$ cat config.mk
export PLATFORM = sky130hd
export DESIGN_NAME = muldiv_seq
export DESIGN_NICKNAME = d
export VERILOG_FILES = /design/src/rtl/muldiv_seq.sv
export SDC_FILE = /design/constraint.sdc
export NUM_CORES = 2
export LEC_CHECK = 0
export ABC_AREA = 1
export ABC_CLOCK_PERIOD_IN_PS = 5800
export BUFFER_PORTS_ARGS = -buffer_cell sky130_fd_sc_hd__buf_2
export CORE_UTILIZATION = 49
export CTS_CLUSTER_DIAMETER = 40
export DETAILED_ROUTE_END_ITERATION = 8
export PLACE_DENSITY = 0.67
export SLEW_MARGIN = 20
export SYNTH_ARGS = -nofsm -noshare
export SYNTH_HDL_FRONTEND = slang
export SYNTH_SLANG_ARGS = --single-unit
$ cat constraint.sdc
create_clock -name clk -period 5.8 [get_ports clk]
set_input_delay 0.87 -clock clk [delete_from_list [all_inputs] [get_ports clk]]
set_output_delay 0.87 -clock clk [all_outputs]
set_load 0.005 [all_outputs]
$ cat src/rtl/muldiv_seq.sv
// Iterative 64-bit MUL/DIV/DIVU/REM/REMU unit for the EX stage.
// One shift-add (multiply) or restoring shift-subtract (divide) step per
// cycle for 64 cycles; divide-by-zero, signed overflow and unsupported
// opcodes complete through a one-cycle fast path.
// Ports:
//   clk, rst                     clock, synchronous active-high reset
//   start_i, op_i                request valid, funct3 opcode
//   rs1_data_i, rs2_data_i       operands
//   rd_addr_i                    destination register of the request
//   flush_i                      pipeline flush, aborts the operation
//   stall_o                      holds IF/ID/EX while an operation is running
//   busy_o                       high in CALC and DONE
//   done_o, wreg_o               one-cycle result-valid / register-write pulse
//   result_o, rd_addr_o          result and destination, held until next start
module muldiv_seq #(
  parameter int unsigned XLEN = 64
) (
  input  logic            clk,
  input  logic            rst,
  input  logic            start_i,
  input  logic [2:0]      op_i,
  input  logic [XLEN-1:0] rs1_data_i,
  input  logic [XLEN-1:0] rs2_data_i,
  input  logic [4:0]      rd_addr_i,
  input  logic            flush_i,
  output logic            stall_o,
  output logic            busy_o,
  output logic            done_o,
  output logic [XLEN-1:0] result_o,
  output logic [4:0]      rd_addr_o,
  output logic            wreg_o
);

  localparam int unsigned CW = 7;
  localparam logic [CW-1:0] LAST_ITER = CW'(XLEN - 1);

  typedef enum logic [1:0] {IDLE, CALC, DONE} state_t;

  state_t state_q, state_d;

  logic [CW-1:0]   cnt_q;
  logic [XLEN-1:0] acc_q;   // product accumulator / partial remainder
  logic [XLEN-1:0] opa_q;   // multiplicand / dividend shifting into quotient
  logic [XLEN-1:0] opb_q;   // multiplier / divisor
  logic            mul_q;
  logic            rem_q;
  logic            neg_q_q; // negate quotient at the end
  logic            neg_r_q; // negate remainder at the end
  logic [XLEN-1:0] result_q;
  logic [4:0]      rd_addr_q;

  // Request decode
  logic            accept;
  logic            is_mul_i;
  logic            is_div_i;
  logic            signed_i;
  logic            div_zero;
  logic            div_ovf;
  logic            fast;
  logic [XLEN-1:0] fast_res;
  logic            rs1_neg;
  logic            rs2_neg;
  logic [XLEN-1:0] rs1_mag;
  logic [XLEN-1:0] rs2_mag;

  assign accept   = (state_q == IDLE) && start_i && !flush_i && !rst;
  assign is_mul_i = (op_i == 3'b000);
  assign is_div_i = op_i[2];
  assign signed_i = !op_i[0];
  assign div_zero = (rs2_data_i == '0);
  assign div_ovf  = signed_i && (rs1_data_i == {1'b1, {(XLEN-1){1'b0}}})
                    && (rs2_data_i == '1);
  assign fast     = !is_mul_i && !(is_div_i && !div_zero && !div_ovf);
  assign rs1_neg  = signed_i && rs1_data_i[XLEN-1];
  assign rs2_neg  = signed_i && rs2_data_i[XLEN-1];
  assign rs1_mag  = rs1_neg ? (~rs1_data_i + XLEN'(1)) : rs1_data_i;
  assign rs2_mag  = rs2_neg ? (~rs2_data_i + XLEN'(1)) : rs2_data_i;

  // Fast-path result: unsupported op, divide by zero, signed overflow
  always_comb begin
    fast_res = '0;
    if (is_div_i) begin
      if (div_zero) begin
        fast_res = op_i[1] ? rs1_data_i : '1;
      end else if (div_ovf) begin
        fast_res = op_i[1] ? '0 : rs1_data_i;
      end
    end
  end

  // One iteration of the selected algorithm
  logic [XLEN:0]   rem_sh;
  logic [XLEN:0]   rem_diff;
  logic [XLEN-1:0] acc_d;
  logic [XLEN-1:0] opa_d;
  logic [XLEN-1:0] opb_d;
  logic [XLEN-1:0] final_res;

  always_comb begin
    rem_sh    = {acc_q, opa_q[XLEN-1]};
    rem_diff  = rem_sh - {1'b0, opb_q};
    acc_d     = acc_q;
    opa_d     = opa_q;
    opb_d     = opb_q;
    final_res = '0;
    if (mul_q) begin
      acc_d     = opb_q[0] ? (acc_q + opa_q) : acc_q;
      opa_d     = {opa_q[XLEN-2:0], 1'b0};
      opb_d     = {1'b0, opb_q[XLEN-1:1]};
      final_res = acc_d;
    end else begin
      // No borrow means the shifted remainder covers the divisor
      if (!rem_diff[XLEN]) begin
        acc_d = rem_diff[XLEN-1:0];
        opa_d = {opa_q[XLEN-2:0], 1'b1};
      end else begin
        acc_d = rem_sh[XLEN-1:0];
        opa_d = {opa_q[XLEN-2:0], 1'b0};
      end
      if (rem_q) begin
        final_res = neg_r_q ? (~acc_d + XLEN'(1)) : acc_d;
      end else begin
        final_res = neg_q_q ? (~opa_d + XLEN'(1)) : opa_d;
      end
    end
  end

  // State register
  always_ff @(posedge clk) begin
    if (rst) begin
      state_q <= IDLE;
    end else begin
      state_q <= state_d;
    end
  end

  // Next-state logic
  always_comb begin
    state_d = state_q;
    case (state_q)
      IDLE: begin
        if (accept) begin
          state_d = fast ? DONE : CALC;
        end
      end
      CALC: begin
        if (flush_i) begin
          state_d = IDLE;
        end else if (cnt_q == LAST_ITER) begin
          state_d = DONE;
        end
      end
      DONE:    state_d = IDLE;
      default: state_d = IDLE;
    endcase
  end

  // Operand capture, iteration and result registers
  always_ff @(posedge clk) begin
    if (rst) begin
      cnt_q     <= '0;
      acc_q     <= '0;
      opa_q     <= '0;
      opb_q     <= '0;
      mul_q     <= 1'b0;
      rem_q     <= 1'b0;
      neg_q_q   <= 1'b0;
      neg_r_q   <= 1'b0;
      result_q  <= '0;
      rd_addr_q <= '0;
    end else if (accept) begin
      cnt_q     <= '0;
      acc_q     <= '0;
      opa_q     <= is_mul_i ? rs1_data_i : rs1_mag;
      opb_q     <= is_mul_i ? rs2_data_i : rs2_mag;
      mul_q     <= is_mul_i;
      rem_q     <= op_i[1];
      neg_q_q   <= rs1_neg ^ rs2_neg;
      neg_r_q   <= rs1_neg;
      rd_addr_q <= rd_addr_i;
      if (fast) begin
        result_q <= fast_res;
      end
    end else if ((state_q == CALC) && !flush_i) begin
      cnt_q <= cnt_q + CW'(1);
      acc_q <= acc_d;
      opa_q <= opa_d;
      opb_q <= opb_d;
      if (cnt_q == LAST_ITER) begin
        result_q <= final_res;
      end
    end
  end

  // Control outputs are decoded from the state register; done is masked
  // by a same-cycle flush so a killed result never writes rd.
  assign stall_o   = accept || (state_q == CALC);
  assign busy_o    = (state_q != IDLE);
  assign done_o    = (state_q == DONE) && !flush_i;
  assign wreg_o    = done_o;
  assign result_o  = result_q;
  assign rd_addr_o = rd_addr_q;

endmodule

==> results.yml <==
setup_path:
  end_kind: "flop"
  slowest_delay_ns: 0.73
  crit_fanout: 83
  cp_slowest_cell: "buf_4"
  arrival_ns: 6.08
  cp-start-kind: "flop"
  critical_path_class: "reg2reg"
  crit_required_ns: 6.40
global_routing:
  grt_max_degree: 135
  grt_pass1_wl_mm: 253
  grt_antenna_before_repair: 17
  overflow: 0
  grt_pass1_vias: 39700
  grt.total_usage_pct: 48.2
route:
  ant_nets: 0
  wirelength_mm: 176
  dr.pass1.iters: 9
  drt_iter0_drc: 6443
  post-route-drc-count: 2
  vias: 44300
  routedWlPerCell_um: 23.7
  drt-vias-per-instance: 5.97
clock_network:
  cts_sinks: 274
  htreeDepth: 2
  cts_hold_buf: 0
  cts_resized: 0
  cts-buffers-inserted: 61
  tritoncts: "yes"
  cts_setup_buffers: 0
  cts_buffer_depth: 3
  clk_latency_ns: 0.67
  cts-root-buf: "clkbuf_16"
  clkTransAtPathRegs_ns: 0.05
synth:
  yosysMostFrequentCell: "nand2_1"
  synth_top_area_share_pct: 20.8
  synth_nets: 6572
  syn_area_per_cell_um2: 5.41
  synth-seq-cells: 274
  synthCells: 6297
  async_reset_ff_share_pct: 0
  seq_area_frac_synth_pct: 16.1
  yosys-top-cells-area: "nand2_1 21%, dfxtp_1 16%, inv_1 10%"
  yosys.cell_types.count: 65
  synthFlopType: "dfxtp_1"
  yosysTopAreaCell: "nand2_1"
  ys_warn_count: 0
  synth_common_cells: "1890 x nand2_1, 938 x inv_1, 619 x nor2_1"
  netlist_area_um2: 34000
  synth_edf_count: 0
cells_and_area:
  multi_input_area_um2: 24000
  layout.cells.non_filler: 7423
  n_fill_cell: 7492
  fin_area_um2: 38500
  areaGrowthSynthToFinish_pct: 13.0
  final_core_util_pct: 56.0
  nets: 6706
  seqCellArea_um2: 5490
  layout-drive-gt1-share_pct: 8.56
pwr:
  p_per_area_nw_per_um2: 309
  vdd_drop_max_uv: 230
  leakage_nw: 19.0
floorplan:
  die_h_um: 266
  die_x_um: 266
  start_util_pct: 49.5
  io_pins: 213
  die-area_um2: 70500
  core-area_um2: 68700
  row_count: 96
sta:
  setup_viol: 0
  worstMarginPinSlew_ns: 1.16
  setup_ws_ns: 0.321
  fin_crit_ns: 5.48
  fmax_mhz: 183
  finalCritPeriodShare_pct: 94.5
  fin_skew_ns: 0.0266
  finalSetupTns_ns: 0
  final_hold_viol_count: 0
  slew_viol_final: 0
  slew_headroom_pct: 22.7
  rsz0062_at_grt: "false"
placed_design:
  place_ws_ns: 0.379
  dpl.cell_count: 7298
  place_congestion: 1.10
  dpl-instance-area_um2: 36100
  portBuffers: 212
  hpwlAfterDp_mm: 140
run:
  maxCapViolations: 0
run_status:
  outcome: "finished, violations left"
  violations: "DRC"
worst_hold_path:
  hp-class: "in2reg"
cell type report:
| cell class | instances | share of cell area [%] |
|---|---|---|
| Timing Repair Buffer | 312 | 4.91 |
| Antenna cell | 11 | 0.0715 |
| Clock buffer | 74 | 4.33 |
| Multi-Input combinational cell | 4818 | 62.3 |
| Sequential cell | 274 | 14.3 |
| Tap cell | 931 | 3.03 |
| Clock inverter | 39 | 1.68 |
| Inverter | 964 | 9.41 |
sequential cells by signal, summed over array words and instances, names as in the netlist:
signal	cells
state_q	2
mul_q	1
rem_q	1
result_o	64
neg_r_q	1
rd_addr_o	5
opa_q	64
neg_q_q	1
opb_q	64
acc_q	64
cnt_q	7
cell usage in the layout, fill, tap and decap left out, types with 8 or more instances in the layout:
master      instances
a21boi_0            9
a21o_1              8
a21oi_1           514
a221oi_1           10
a31oi_1            69
buf_2             211
buf_4              95
bufinv_16          15
clkbuf_16          62
clkinv_2            8
clkinvlp_4          8
dfxtp_1           271
diode_2            11
ha_1              133
inv_1             934
inv_2              24
nand2_1          1889
nand2_2            31
nand3_1           298
nand3b_1           20
nand4_1            69
nor2_1            610
nor2_2             30
nor2_4              8
nor3_1            103
nor4_1             50
o211ai_1          136
o21a_1             12
o21ai_0           466
o21ai_1            41
o21bai_1           16
o221ai_1           26
o22ai_1            10
o31ai_1            20
or2_2              13
xnor2_1            55
xor2_1            114
cells by family (layout without fill, tap and decap cells):
logic type | Yosys count | count (layout) | synth area share [%]
xor gates and xnor gates | 169 | 169 | 4.35
adders and majority gates | 135 | 135 | 5.01
AOI/OAI and AO/OA | 1370 | 1370 | 22.7
DFF | 274 | 274 | 16.1
other | 0 | 11 | 0
and+or+nand+nor | 3144 | 3144 | 38.2
buffers and inverters | 1205 | 1389 | 13.7
critical path: cells and delay by family (launching register included):
kind | cells | cell delay, ns
simple gates | 23 | 3.35
buf+inv | 3 | 0.91
fa+ha+maj | 2 | 0.64
flops | 1 | 0.33
compound gates | 1 | 0.13
per-stage QoR:
stage	total power [mW]	hold slack (ns)
finish	11.9	0.424
global route	12.4	0.439
CTS	11.6	0.424
detailed placement	7.57	0.452
global placement	7.57	0.451
floorplan	5.77	0.445
path summary, 6_finish.rpt:
check	startpoint	to	slack (ns)	depth (start not counted)
min	rd_addr_i[4]	rd_addr_o[4]	0.42	2
max	opa_q[63]	result_o[50]	0.32	29
max reg2reg	opa_q[63]	result_o[50]	0.32	29
min reg2reg	opb_q[51]	opb_q[51]	0.47	2
routing by layer:
layer | GRT usage, % | routed length, µm | vias to the layer above
li1 | - | - | 20700
met1 | 59.1 | 67300 | 19900
met2 | 70.0 | 70900 | 2935
met3 | 15.7 | 22300 | 680
met4 | 35.7 | 15500 | 16
met5 | 0.901 | 321 | -
power by group:
group	switching, mW	total, mW	internal, mW
sequential	0.0878	2.03	1.94
clock	1.32	4.02	2.70
combinational	4.38	5.85	1.47
total	5.78	11.9	6.11
Note: power is estimated with default switching activity, not from simulation.
